--- src/rtl/keypad_debounce_encoder.sv ---
// Keypad sampler, highest-index priority encoder, debouncer and digit entry buffer.
// Optional macro KEYPAD_MULTIKEY_ERR_EN adds multi_err and rejects multi-key presses.
module keypad_debounce_encoder #(
   parameter  int N_KEYS          = 10,
   parameter  int CODE_W          = 4,
   parameter  int DEBOUNCE_CYCLES = 4,
   parameter  int NUM_DIGITS      = 4,
   localparam int CNT_W           = $clog2(NUM_DIGITS + 1)
) (
   input  logic                         clk,
   input  logic                         resetn,
   input  logic                         enablen,
   input  logic [N_KEYS-1:0]            keypad,
   input  logic                         clear,
   output logic [CODE_W-1:0]            D,
   output logic                         key_valid,
   output logic                         key_held,
   output logic [NUM_DIGITS*CODE_W-1:0] digits,
   output logic [CNT_W-1:0]             digit_count
`ifdef KEYPAD_MULTIKEY_ERR_EN
   ,
   output logic                         multi_err
`endif
);

   localparam int DB_W = $clog2(DEBOUNCE_CYCLES + 1);

   typedef enum logic [1:0] {
      IDLE,
      DEBOUNCE,
      PRESSED,
      RELEASE
   } state_t;

   state_t              state, state_n;
   logic [N_KEYS-1:0]   ks;
   logic [CODE_W-1:0]   cand, cand_n;
   logic [DB_W-1:0]     cnt, cnt_n;
   logic                accept;
   logic                none;
   logic [CODE_W-1:0]   code_ks;
   logic [NUM_DIGITS*CODE_W-1:0] shifted;

`ifdef KEYPAD_MULTIKEY_ERR_EN
   logic multi;
   logic err_lock, err_lock_n;
   logic err_n;
`endif

   // Highest set index wins; an all-zero vector encodes to 0 and is flagged by none.
   function automatic logic [CODE_W-1:0] prio_code(input logic [N_KEYS-1:0] v);
      logic [CODE_W-1:0] c;
      c = '0;
      for (int i = 0; i < N_KEYS; i++) begin
         if (v[i]) c = CODE_W'(i);
      end
      return c;
   endfunction

   assign none    = (ks == '0);
   assign code_ks = prio_code(ks);
`ifdef KEYPAD_MULTIKEY_ERR_EN
   assign multi   = |(ks & (ks - N_KEYS'(1)));
`endif

   always_ff @(posedge clk or negedge resetn) begin
      if (!resetn) begin
         ks <= '0;
      end else begin
         ks <= keypad;
      end
   end

   always_ff @(posedge clk or negedge resetn) begin
      if (!resetn) begin
         state     <= IDLE;
         cand      <= '0;
         cnt       <= '0;
         D         <= '0;
         key_valid <= 1'b0;
      end else begin
         state     <= state_n;
         cand      <= cand_n;
         cnt       <= cnt_n;
         key_valid <= accept;
         if (accept) D <= cand;
      end
   end

   always_comb begin
      state_n = state;
      cand_n  = cand;
      cnt_n   = cnt;
      accept  = 1'b0;
`ifdef KEYPAD_MULTIKEY_ERR_EN
      err_n      = 1'b0;
      err_lock_n = none ? 1'b0 : err_lock;
`endif
      unique case (state)
         IDLE: begin
`ifdef KEYPAD_MULTIKEY_ERR_EN
            // A chord held across several cycles reports a single error pulse.
            if (multi) begin
               err_n      = !err_lock;
               err_lock_n = 1'b1;
            end else
`endif
            if (!none) begin
               cand_n  = code_ks;
               cnt_n   = DB_W'(1);
               state_n = DEBOUNCE;
            end
         end
         DEBOUNCE: begin
`ifdef KEYPAD_MULTIKEY_ERR_EN
            if (multi) begin
               err_n      = !err_lock;
               err_lock_n = 1'b1;
               state_n    = IDLE;
            end else
`endif
            if (none || (code_ks != cand)) begin
               state_n = IDLE;
            end else if (cnt == DB_W'(DEBOUNCE_CYCLES)) begin
               state_n = PRESSED;
               accept  = 1'b1;
            end else begin
               cnt_n = cnt + 1'b1;
            end
         end
         PRESSED: begin
            if (none) begin
               cnt_n   = DB_W'(1);
               state_n = RELEASE;
            end
         end
         RELEASE: begin
            // A key reappearing during release is the same press, never a new pulse.
            if (!none) begin
               state_n = PRESSED;
            end else if (cnt == DB_W'(DEBOUNCE_CYCLES)) begin
               state_n = IDLE;
            end else begin
               cnt_n = cnt + 1'b1;
            end
         end
         default: state_n = IDLE;
      endcase
      if (enablen) begin
         state_n = IDLE;
         accept  = 1'b0;
`ifdef KEYPAD_MULTIKEY_ERR_EN
         err_n   = 1'b0;
`endif
      end
   end

   assign key_held = (state == PRESSED) || (state == RELEASE);

`ifdef KEYPAD_MULTIKEY_ERR_EN
   always_ff @(posedge clk or negedge resetn) begin
      if (!resetn) begin
         multi_err <= 1'b0;
         err_lock  <= 1'b0;
      end else begin
         multi_err <= err_n;
         err_lock  <= err_lock_n;
      end
   end
`endif

   // The buffer takes the digit while key_valid is high, so D already holds it.
   if (NUM_DIGITS > 1) begin : g_shift
      assign shifted = {digits[(NUM_DIGITS-1)*CODE_W-1:0], D};
   end else begin : g_single
      assign shifted = D;
   end

   always_ff @(posedge clk or negedge resetn) begin
      if (!resetn) begin
         digits      <= '0;
         digit_count <= '0;
      end else if (clear) begin
         digits      <= '0;
         digit_count <= '0;
      end else if (key_valid) begin
         digits <= shifted;
         if (digit_count != CNT_W'(NUM_DIGITS)) digit_count <= digit_count + 1'b1;
      end
   end

endmodule

--- config.mk ---
export PLATFORM = sky130hd
export DESIGN_NAME = keypad_debounce_encoder
export DESIGN_NICKNAME = d
export VERILOG_FILES = /design/src/rtl/keypad_debounce_encoder.sv
export SDC_FILE = /design/constraint.sdc
export NUM_CORES = 1
export LEC_CHECK = 0
export CORE_MARGIN = 2
export CORE_UTILIZATION = 35
export CTS_CLUSTER_DIAMETER = 120
export CTS_CLUSTER_SIZE = 20
export DETAILED_ROUTE_END_ITERATION = 12
export GPL_TIMING_DRIVEN = 0
export PLACE_DENSITY = 0.69
export SLEW_MARGIN = 40
export SYNTH_ARGS = -nofsm -noshare
export SYNTH_HDL_FRONTEND = slang
export SYNTH_SLANG_ARGS = --single-unit
--- constraint.sdc ---
create_clock -name clk -period 3.3 [get_ports clk]
set_clock_uncertainty 0.2 [all_clocks]
set_input_delay 0.99 -clock clk [delete_from_list [all_inputs] [get_ports clk]]
set_output_delay 0.99 -clock clk [all_outputs]
set_load 0.03 [all_outputs]
==> results.md <==
- Root Driver: clkbuf_8
- FP Rows: 27
- Number of port buffers: 37
- Mapped Nets: 198
- VDD IR max: 0.319 mV
- Placed cell count: 289
- CTS Sinks: 43
- Register area share after synthesis: 0.542
- Worst-skew pair later-pin latency: 300 ps
- Vias per inst: 4.90
- Commonest non-fill, non-tap cell in the layout: dfrtp_1
- DRT Pass-1 Iters: 4
- Worst hold-check path type: flip-flop to flip-flop
- Netlist cell types: 42
- Yosys warnings: 0
- Minimum clock period: 2730 ps
- Req. time, crit path: 2110 ps
- CTS tree: done
- Post-synth EDFFs: 0
- Synth Cell Area: 1980 µm²
- DRT antenna net count: 0
- Cts hold-fix bufs: 0
- # setup viols final: 0
- Fillers: 531
- Arr. time, crit path: 1540 ps
- Max Transition Viols Final: 0
- Crit path cell chain: clkbuf_8, clkbuf_1, clkdlybuf4s50_1
- First-pass GRT wire length: 6510 µm
- Overall power: 1060 µW
- Pin count of the biggest net entering global routing: 44
- Clock transition at path regs: 80 ps
- Startpoint types: flip-flop
- CP endpoint kind: output port
- Cts repair resizes: 0
- CTS buffer count: 5
- Die H: 79.3 µm
- Top cell family by delay on the critical path: buffers and inverters
- Commonest cells after routing, fill and taps aside: dfrtp_1, clkdlybuf4s50_1, nor2_1
- WL final: 3760 µm
- Die area: 6290 µm²
- Final RePlAce weighted congestion: 0.802
- Crit path kind: flip-flop to output port
- Slowest-stage cell, CP: clkdlybuf4s50_1
- Gate Count Post-Synth: 180
- FF+latch count, synth: 43
- Starting Density: 0.360
- Core area: 5510 µm²
- Relative max-transition margin: 0.537
- CP max stage delay: 660 ps
- Pleak: 0.00104 µW
- Critical-path maximum fanout: 9
- Post-CTS Setup Inserts: 0
- H-tree levels: 2
- Starting DRT DRC Count: 98
- Via Count: 1456
- Post-route insts no fill: 297
- Share of layout cells above drive strength 1: 0.102
- # DRC: 0
- Post-synth top flop: dfrtp_1
- Pwr dens: 415 nW/µm²
- Ys async rst share: 1.00
- GRT overflow: 0
- Max Freq: 0.366 GHz
- Status: completed
- Worst path bufs/invs: 3
- Tcrit/Tclk final: 0.828
- HPWL Detailed: 2680 µm
- Area Overhead vs Synth: 28.8%
- Final Hold Vio Count: 0
- Slew @ Worst Pin: 695 ps
- Total GRT Usage: 0.135
- Vias in the first global route: 1418
- RSZ-0062 raised after global routing: no
- Post-synthesis area per instance: 11.0 µm²
- DR WL/cell: 12.7 µm
- Number of antenna diodes: 0
- Maxcap violations: 0
- Die span in x: 79.3 µm
- Layout Nets: 242
- Clk buf depth: 2
- Initial antenna violation count: 0
- Boundary Pins: 39
-- through the flow --
stage / instance area [µm²] / hold WS (ps) / setup TNS [ps] / utilization / setup slack, ps
detailed placement: 2440 / 316 / 0 / 0.444 / 685
global route: 2550 / 374 / 0 / 0.464 / 510
finish: 2550 / 328 / 0 / 0.464 / 566
floorplan: 1980 / 282 / 0 / - / 1010
global placement: 2440 / 305 / -2730 / 0.444 / -65.1
CTS: 2550 / 336 / 0 / 0.464 / 555
-- flip-flops by register name (all words and copies together) (netlist names) --
signal and cells:
digits 16, D 4, state 2, cnt 3, key_valid 1, cand 4
digit_count 3, ks 10
-- synth_stat cells (2+ instances only) --
master / count / share of area
inv_1: 8 / 0.015
a31oi_1: 2 / 0.0063
mux2i_1: 18 / 0.091
nor2_1: 32 / 0.061
o41ai_1: 3 / 0.013
nand3_1: 3 / 0.0076
mux2_2: 4 / 0.023
nand4_1: 3 / 0.0095
nor4_1: 2 / 0.0063
o21ai_0: 2 / 0.0050
clkbuf_8: 3 / 0.021
ha_1: 4 / 0.025
nand2_1: 14 / 0.026
clkbuf_1: 5 / 0.0095
dfrtp_1: 43 / 0.54
nor3_1: 2 / 0.0050
a21oi_1: 7 / 0.018
-- layer usage --
metal | global-route usage | part of all wire | vias up
met5 | 0 | 0 | -
met4 | 0.0724 | 0.023 | 0
met3 | 0.0386 | 0.048 | 5
met2 | 0.208 | 0.46 | 32
met1 | 0.170 | 0.47 | 701
li1 | - | - | 718
-- area by class of cell --
type,instances,area (µm²),area share
flip-flops and latches,43,1080,0.421
multi-input cells,119,807,0.316
repair buffers,37,368,0.144
well taps,72,90.1,0.0353
plain buffers,10,71.3,0.0279
clock buffers,5,68.8,0.0269
clock inverters,3,43.8,0.0171
inverters,8,30.0,0.0118
-- final timing paths --
check / start / to / slack [ps] / cells after the start
worst max-delay path: state[1]$_DFFE_PN0P_ / key_held / 570 / 3
worst min-delay path: digits[14]$_DFFE_PN0P_ / digits[14]$_DFFE_PN0P_ / 330 / 2
worst max register to register: ks[2]$_DFF_PN0_ / D[2]$_DFFE_PN0P_ / 750 / 7
worst min register to register: digits[14]$_DFFE_PN0P_ / digits[14]$_DFFE_PN0P_ / 330 / 2
max in group asynchronous: resetn / ks[2]$_DFF_PN0_ / 2070 / 1
min in group asynchronous: resetn / digits[14]$_DFFE_PN0P_ / 470 / 1
-- worst reg2reg max path, stage by stage (launching register included) --
cell      delay, ps
dfrtp_1         400
nand2b_1        150
a221oi_1        400
mux2i_1         300
nand2_1          90
a21oi_2         140
nor4b_4         380
mux2_2          380
-- where the power goes --
| group | switching [µW] | internal (µW) |
|---|---|---|
| clock network | 186 | 225 |
| registers | 17.6 | 542 |
| logic | 47.6 | 41.5 |
| total | 251 | 808 |
-- cells by family after synthesis --
logic type	Yosys count	synth area share
mux	22	0.113
fa+ha+maj	4	0.0252
xor+xnor	1	0.00441
buf+inv	18	0.0511
flops	43	0.542
simple gates	66	0.172
compound gates	26	0.0914
Note: power is estimated with default switching activity, not from simulation.
